==> src/rtl/div_stall_unit_pkg.sv <==
// rtl/div_stall_unit_pkg.sv - shared constants for the EX-stage divider and its HI/LO write path
package div_stall_unit_pkg;

  localparam logic [1:0] DIV_IDLE = 2'b00;
  localparam logic [1:0] DIV_BUSY = 2'b01;
  localparam logic [1:0] DIV_DONE = 2'b10;

  localparam logic [1:0] HILO_WE_NONE = 2'b00;
  localparam logic [1:0] HILO_WE_LO   = 2'b01;
  localparam logic [1:0] HILO_WE_HI   = 2'b10;
  localparam logic [1:0] HILO_WE_BOTH = 2'b11;

  localparam logic [31:0] DIV_ZERO_QUOTIENT = 32'hFFFF_FFFF;

endpackage

==> src/rtl/div_sign_fix.sv <==
// rtl/div_sign_fix.sv - conditional two's-complement negation (magnitude capture and result sign fix-up)
module div_sign_fix
  import div_stall_unit_pkg::*;
#(
  parameter int WIDTH = 32
) (
  input  logic [WIDTH-1:0] value,
  input  logic             negate,
  output logic [WIDTH-1:0] out
);

  assign out = negate ? (~value + WIDTH'(1)) : value;

endmodule

==> src/rtl/div_stall_unit.sv <==
// rtl/div_stall_unit.sv - iterative radix-2 DIV/DIVU unit with hazard stall request and HI/LO result
// Optional macro DIV_EARLY_OUT_EN: finish in one cycle when |a| < |b|.
module div_stall_unit
  import div_stall_unit_pkg::*;
#(
  parameter int WIDTH = 32
) (
  input  logic                 clk,
  input  logic                 rst,
  input  logic                 start,
  input  logic                 signed_div,
  input  logic [WIDTH-1:0]     a,
  input  logic [WIDTH-1:0]     b,
  input  logic                 annul,
  output logic                 stall_div,
  output logic                 ready,
  output logic [2*WIDTH-1:0]   result
);

  localparam int CW = $clog2(WIDTH);

  logic [1:0]       state;
  logic [CW-1:0]    count;
  logic [WIDTH-1:0] quo;
  logic [WIDTH-1:0] rem;
  logic [WIDTH-1:0] divisor;
  logic             quo_neg;
  logic             rem_neg;

  logic             a_neg;
  logic             b_neg;
  logic [WIDTH-1:0] a_mag;
  logic [WIDTH-1:0] b_mag;
  logic [WIDTH:0]   rem_shift;
  logic [WIDTH:0]   rem_diff;
  logic [WIDTH-1:0] rem_next;
  logic [WIDTH-1:0] quo_next;
  logic [WIDTH-1:0] quo_fix;
  logic [WIDTH-1:0] rem_fix;
  logic             last_iter;

  assign a_neg = signed_div & a[WIDTH-1];
  assign b_neg = signed_div & b[WIDTH-1];

  div_sign_fix #(.WIDTH(WIDTH)) u_mag_a (.value(a), .negate(a_neg), .out(a_mag));
  div_sign_fix #(.WIDTH(WIDTH)) u_mag_b (.value(b), .negate(b_neg), .out(b_mag));

  // Restoring step: quo doubles as the dividend shift register, feeding its MSB into the remainder.
  assign rem_shift = {rem, quo[WIDTH-1]};
  assign rem_diff  = rem_shift - {1'b0, divisor};

  always_comb begin
    rem_next = rem_shift[WIDTH-1:0];
    quo_next = {quo[WIDTH-2:0], 1'b0};
    if (!rem_diff[WIDTH]) begin
      rem_next = rem_diff[WIDTH-1:0];
      quo_next = {quo[WIDTH-2:0], 1'b1};
    end
  end

  div_sign_fix #(.WIDTH(WIDTH)) u_fix_q (.value(quo_next), .negate(quo_neg), .out(quo_fix));
  div_sign_fix #(.WIDTH(WIDTH)) u_fix_r (.value(rem_next), .negate(rem_neg), .out(rem_fix));

  assign last_iter = (count == CW'(WIDTH - 1));

  // Low in DONE so the owning instruction leaves EX in the same cycle the result is written.
  assign stall_div = ((state == DIV_IDLE) & start & ~annul) | (state == DIV_BUSY);

  always_ff @(posedge clk or posedge rst) begin
    if (rst) begin
      state   <= DIV_IDLE;
      count   <= '0;
      quo     <= '0;
      rem     <= '0;
      divisor <= '0;
      quo_neg <= 1'b0;
      rem_neg <= 1'b0;
      ready   <= 1'b0;
      result  <= '0;
    end else begin
      ready <= 1'b0;
      if (annul) begin
        state <= DIV_IDLE;
      end else begin
        case (state)
          DIV_IDLE: begin
            if (start) begin
              quo_neg <= signed_div & (a[WIDTH-1] ^ b[WIDTH-1]);
              rem_neg <= a_neg;
              count   <= '0;
              if (b == '0) begin
                state  <= DIV_DONE;
                ready  <= 1'b1;
                result <= {a, WIDTH'(DIV_ZERO_QUOTIENT)};
              end
`ifdef DIV_EARLY_OUT_EN
              else if (a_mag < b_mag) begin
                state  <= DIV_DONE;
                ready  <= 1'b1;
                result <= {a, {WIDTH{1'b0}}};
              end
`endif
              else begin
                state   <= DIV_BUSY;
                quo     <= a_mag;
                divisor <= b_mag;
                rem     <= '0;
              end
            end
          end
          DIV_BUSY: begin
            quo   <= quo_next;
            rem   <= rem_next;
            count <= count + CW'(1);
            if (last_iter) begin
              state  <= DIV_DONE;
              ready  <= 1'b1;
              result <= {rem_fix, quo_fix};
            end
          end
          default: state <= DIV_IDLE;
        endcase
      end
    end
  end

endmodule

==> config.mk <==
export PLATFORM = sky130hd
export DESIGN_NAME = div_stall_unit
export DESIGN_NICKNAME = d
export VERILOG_FILES = /design/src/rtl/div_stall_unit_pkg.sv /design/src/rtl/div_sign_fix.sv /design/src/rtl/div_stall_unit.sv
export SDC_FILE = /design/constraint.sdc
export NUM_CORES = 1
export LEC_CHECK = 0
export CAP_MARGIN = 20
export CORE_ASPECT_RATIO = 1.4
export CORE_MARGIN = 2
export CORE_UTILIZATION = 55
export CTS_CLUSTER_DIAMETER = 30
export CTS_CLUSTER_SIZE = 40
export DETAILED_ROUTE_END_ITERATION = 7
export PLACE_DENSITY = 0.86
export SYNTH_ARGS = -nofsm -noshare
export SYNTH_HDL_FRONTEND = slang
export SYNTH_SLANG_ARGS = --single-unit
==> constraint.sdc <==
create_clock -name clk -period 6.7 [get_ports clk]
set_input_delay 1.005 -clock clk [delete_from_list [all_inputs] [get_ports clk]]
set_output_delay 1.005 -clock clk [all_outputs]
set_load 0.02 [all_outputs]
# [After elaboration in Yosys (flattened, before gate mapping)]
# Index checks and enable logic that the tools add are counted.
[totals] register_bits=170 out_inout_bits=66 wordCells=73
[classes] addsub=6 eq_ne=8 n_mux=28 bitwise_logic=13 n_reduce_logical=9
[ops] operator="32-bit two-way mux" count=9
[ops] operator="64-bit two-way mux" count=3
[ops] operator="32-bit by 1-bit adder with 32-bit output, second input constant" count=4
[ops] operator="32-bit inverter" count=4
[ops] operator="32-bit case mux with 2 select lines" count=2
[ops] operator="64-bit case mux with 2 select lines" count=1
[ops] operator="33-bit by 32-bit subtractor with 33-bit output" count=1
[ops] operator="32-bit logical NOT" count=1
[ops] operator="5-bit case mux with 2 select lines" count=1
[ops] operator="2-bit two-way mux" count=4
[ops] operator="4-bit AND reduction" count=2
[ops] operator="2-bit inequality test, second input constant" count=3
[ops] operator="3-bit inequality test, second input constant" count=2
[ops] operator="3-bit AND reduction" count=2
[ops] operator="5-bit by 1-bit adder with 5-bit output, second input constant" count=1
[ops] operator="1-bit bitwise AND" count=5
[ops] operator="5-bit equality test, second input constant" count=1
[ops] operator="1-bit two-way mux" count=5
[ops] operator="5-bit two-way mux" count=1
[ops] operator="5-bit AND reduction" count=1
[ops] operator="2-bit case mux with 2 select lines" count=1
[ops] operator="2-bit by 1-bit equality test with 1-bit output, second input constant" count=1
[ops] operator="2-bit logical NOT" count=1
[ops] operator="2-bit by 1-bit inequality test with 1-bit output, second input constant" count=1
[ops] operator="6 further kinds" count=7

# [Longest topological paths before layout]
[depth] word_depth=7 ltp_mapped=25 ltp_nobuf=21

# [Cells and area by module]
# A second synthesis with hierarchy kept.
[unflattened] cells_unflattened=1365 hier_area_um2=12592.1
[by_module_without_submodules] mod="div_stall_unit" n_inst=1 cells_per_inst=969 area_each_um2=9484.1
[by_module_without_submodules] mod="div_sign_fix" n_inst=4 cells_per_inst=99 area_each_um2=777.0

# [Least setup slack after synthesis]
# No wires, ideal clock.
[synth_path] kind="register to register" from="reg quo[31]" to="reg result[60]" arrival_ps=4829 t_required_ps=6574 setup_slack_ps=1745 path_stages_with_launch=24 n_path_buf=3 synth_period_minus_slack_ps=4955 path_cell_list="dfrtp_1 -> inv_1 -> ha_1 -> inv_1 -> fa_1 -> a211oi_1 -> o21a_2 -> a221o_1 -> a21oi_4 -> nor4_4 -> nor2_8 -> inv_6 -> buf_4 -> buf_2 -> buf_4 -> nor2_1 -> a21oi_1 -> ha_1 -> o2111ai_2 -> a2111oi_4 -> o211ai_2 -> o21ai_1 -> xnor2_1 -> a221o_1"
[synth_via] elab_chain_len=7
[synth_rtl] element="start, declared" line_no="div_stall_unit.sv:24" rtl="logic [WIDTH-1:0] quo;"
[synth_rtl] element="start signal, assigned" line_no="div_stall_unit.sv:105" rtl="quo <= a_mag;"
[synth_rtl] element="start signal, assigned" line_no="div_stall_unit.sv:112" rtl="quo <= quo_next;"
[synth_rtl] element="33-bit by 32-bit subtractor with 33-bit output" line_no="div_stall_unit.sv:50" rtl="assign rem_diff = rem_shift - {1'b0, divisor};"
[synth_rtl] element="32-bit two-way mux *" line_no="div_stall_unit.sv:55" rtl="if (!rem_diff[WIDTH]) begin"
[synth_rtl] element="32-bit inverter" line_no="div_sign_fix.sv:12" rtl="assign out = negate ? (~value + WIDTH'(1)) : value;"
[synth_rtl] element="32-bit by 1-bit adder with 32-bit output" line_no="div_sign_fix.sv:12"
[synth_rtl] element="32-bit two-way mux *" line_no="div_sign_fix.sv:12"
[synth_rtl] element="64-bit two-way mux *" line_no="div_stall_unit.sv:115" rtl="if (last_iter) begin"
[synth_rtl] element="64-bit case mux with 2 select lines *" line_no="div_stall_unit.sv:85" rtl="case (state)"
[synth_rtl] element="end signal, assigned" line_no="div_stall_unit.sv:94" rtl="result <= {a, WIDTH'(DIV_ZERO_QUOTIENT)};"
[synth_rtl] element="end signal, assigned" line_no="div_stall_unit.sv:118" rtl="result <= {rem_fix, quo_fix};"
[synth_rtl] element="end, declared" line_no="div_stall_unit.sv:17" rtl="output logic [2*WIDTH-1:0] result"
# Mark *: on every way between the ends. The rest lies on a longest branch, timed or not. The select of a mux whose other input is x is not followed.
# A chain may end at the register's enable or synchronous reset.

# [Final worst setup path]
[layout_path] from="reg rem[9]" to="reg result[60]"
[layout_via] elab_chain_len=7
[layout_rtl] element="start, declared" line_no="div_stall_unit.sv:25" rtl="logic [WIDTH-1:0] rem;"
[layout_rtl] element="start signal, assigned" line_no="div_stall_unit.sv:113" rtl="rem <= rem_next;"
[layout_rtl] element="33-bit by 32-bit subtractor with 33-bit output" line_no="div_stall_unit.sv:50"
[layout_rtl] element="32-bit two-way mux *" line_no="div_stall_unit.sv:55"
[layout_rtl] element="32-bit inverter" line_no="div_sign_fix.sv:12"
[layout_rtl] element="32-bit by 1-bit adder with 32-bit output" line_no="div_sign_fix.sv:12"
[layout_rtl] element="32-bit two-way mux *" line_no="div_sign_fix.sv:12"
[layout_rtl] element="64-bit two-way mux *" line_no="div_stall_unit.sv:115"
[layout_rtl] element="64-bit case mux with 2 select lines *" line_no="div_stall_unit.sv:85"
# Marked as above.

==> out/metrics.cfg <==
[timing]
tightest_slew_ns=1.11
drv_slew=0
hold_viol_final=0
period_needed_ns=5.55
setup_viol=0
rsz0062_at_grt=no
fmax_ghz=0.180
finalWorstSetupSlack_ns=1.15
period_share_pct=82.8
timing.slew.headroom_pct=25.7
skew_ns=0.0137
whs_ns=0.482
tns_ns=0

[floorplan]
core-area_um2=21900
die_w_um=130
start_util_pct=55.9
die-area_um2=23400
rows=64
ioPinCount=135
die_h_um=180

[clock_tree]
clkSinkCount=170
clk_pin_slew_ns=0.07
cts_resized=0
cts_tree=built
htreeDepth=4
root_buffer=clkbuf_16
clockBufferDepth=2
cts_buffers=17
cts_setup_buffers=0
postCtsHoldBufs=0
insertion_delay_ns=0.45

[layout]
fin_area_um2=14300
utilization_pct=65.3
final_nets=1716
area_growth_syn_to_layout_pct=16.9
drive_gt1_share_pct=5.06
diodes=0

[route]
vias=11522
first_pass_iters=5
drt_wl_total_um=33000
wl_per_cell_um=17.2
final_antenna_net_count=0
drtIter0Drc=687
vias_per_cell=6.01
drc=0

[pwr]
leakage_nw=5.95
power.density_nw_per_um2=211
ir_drop_uv=200

[global_routing]
gr-total-overflow=0
grt.total_usage_pct=28.7
use_met3_pct=5.11
antenna_found_initial=0
grt_pass1_wl_um=54400
use_met2_pct=49.8
gr-max-usage-layer=met2
grt_max_degree=105
grt_pass1_vias=11062
grt_use_met1_pct=35.2

[setup_path]
crit_type=reg2reg
cp_num_buf_inv=1
path_cells=ha_1 -> nand4_1 -> or3_1 -> a221o_1 -> a21oi_4 -> o31a_1 -> nor2_8 -> inv_6 -> nor2_1 -> a21oi_1 -> ha_1 -> o2111ai_2 -> a2111oi_4 -> o211ai_2 -> o21ai_1 -> xnor2_1 -> a221o_1
r2r_setup_slack_ns=1.15
reg2reg_depth=17
cp_max_fo=46
cpPeakStageDelay_ns=0.75
r2r-end=result[60]$_DFFE_PP0P_
critPathTopFamily=compound AO/OA/AOI/OAI gates
cp-end-kind=register
rr_startpoint=rem[9]$_DFFE_PP0P_
critPathRequiredTime_ns=7.04
critical_path_arrival_ns=5.89
cp-start-kind=register
cpMaxStageDelayCell=o31a_1

[worst_hold_path]
hold_class=reg2reg
min_path_cells=2
min_to=divisor[29]$_DFFE_PP0P_
worstHoldStart=divisor[29]$_DFFE_PP0P_

[synth]
syn_nets=1630
syn_inst=1522
synth_top_area_share_pct=34.8
ys_seq_elements=170
synth_area_um2=12200
synth_area_leaders=dfrtp_1 (35%), a21oi_1 (7.7%), o21ai_0 (5.9%)
synth.most_common_cell=a21oi_1
ys_seq_area_share_pct=34.8
synth-edff-count=0
synth_ff_type=dfrtp_1
synth.distinct_cells=81
synthTopCellsByCount=a21oi_1 (188), nand2_1 (182), nor2_1 (172)
yosys.area.top_type=dfrtp_1
post_synth.cell_area_avg_um2=8.02
synthArstFlopShare_pct=100
yosys_warnings=0

[placement]
hpwl_um=24800
placed_cell_area_um2=13700
gp_congestion=0.907
io_buffers=134
post-place-ws_ns=1.23

[status]
outcome=complete, no violations

[run]
cap_violations=0

state kept, by name, summed over array words and instances (netlist names):
| register | count |
|---|---|
| ready | 1 |
| rem | 32 |
| rem_neg | 1 |
| quo_neg | 1 |
| state | 2 |
| count | 5 |
| result | 64 |
| quo | 32 |
| divisor | 32 |
cells by family after synthesis:
| group | synth area share (%) |
|---|---|
| muxes | 2.38 |
| and+or+nand+nor | 20.3 |
| adders and majority gates | 4.06 |
| buffers and inverters | 4.65 |
| DFF | 34.8 |
| xor gates and xnor gates | 9.18 |
| AOI/OAI and AO/OA | 24.6 |
per-stage QoR:
step / instances / power, W
5_1_grt: 1917 / 0.00317
2_1_floorplan: 1522 / 0.00182
4_1_cts: 1916 / 0.00301
3_3_place_gp: 1885 / 0.00206
6_report: 1917 / 0.00302
3_5_place_dp: 1885 / 0.00208
cell type report:
class,instances,area (um^2)
clock inverter,12,96.3
tap,297,372
clock buffer,19,453
timing repair buffer,148,1460
fill,1849,7580
multi-input combinational,1213,7420
sequential,170,4250
inverter,58,228
cell usage in the layout, fill, tap and decap left out, drive strengths merged, types with 7 or more instances in the layout:
cell type and n:
a211oi 10, a21oi 190, a31oi 20, and2 7
and3 16, buf 14, clkbuf 19, clkdlybuf4s50 134
clkinv 7, dfrtp 170, ha 38, inv 59
mux2i 29, nand2 182, nand2b 11, nand3 19
nand4 14, nor2 173, nor2b 7, nor3 24
nor4 24, o211ai 11, o21a 11, o21ai 154
o31ai 25, o41ai 19, or3 19, or4 14
xnor2 47, xor2 81
power breakdown:
part	internal (W)	switching, W
registers	0.00113	0.0000997
clock network	0.000494	0.000438
logic	0.000335	0.000523
how the worst max path moves through the flow:
stage                       startpoint                      to  slack, ns  cells after the start
floorplan                          rst    count[0]$_DFFE_PP0P_       1.09                      1
global placement                  b[6]  result[41]$_DFFE_PP0P_       1.42                     13
detailed placement  rem[9]$_DFFE_PP0P_  result[60]$_DFFE_PP0P_       1.23                     17
CTS                 rem[9]$_DFFE_PP0P_  result[60]$_DFFE_PP0P_       1.21                     17
global route        rem[9]$_DFFE_PP0P_  result[60]$_DFFE_PP0P_       0.69                     17
finish              rem[9]$_DFFE_PP0P_  result[60]$_DFFE_PP0P_       1.15                     17
worst reg2reg max path, stage by stage (launching register included):
cell	delay [ns]
dfrtp_1	0.43
ha_1	0.46
nand4_1	0.18
or3_1	0.41
a221o_1	0.40
a21oi_4	0.24
o31a_1	0.75
nor2_8	0.14
inv_6	0.33
nor2_1	0.08
a21oi_1	0.21
ha_1	0.32
o2111ai_2	0.22
a2111oi_4	0.43
o211ai_2	0.23
o21ai_1	0.22
xnor2_1	0.08
a221o_1	0.31
routing by layer:
| metal | share of wire [%] | vias to the layer above |
|---|---|---|
| met5 | 0 | - |
| met4 | 3.1 | 0 |
| met3 | 4.9 | 80 |
| met2 | 50 | 408 |
| met1 | 42 | 5430 |
| li1 | - | 5604 |
Power figures use the tool's default switching activity.
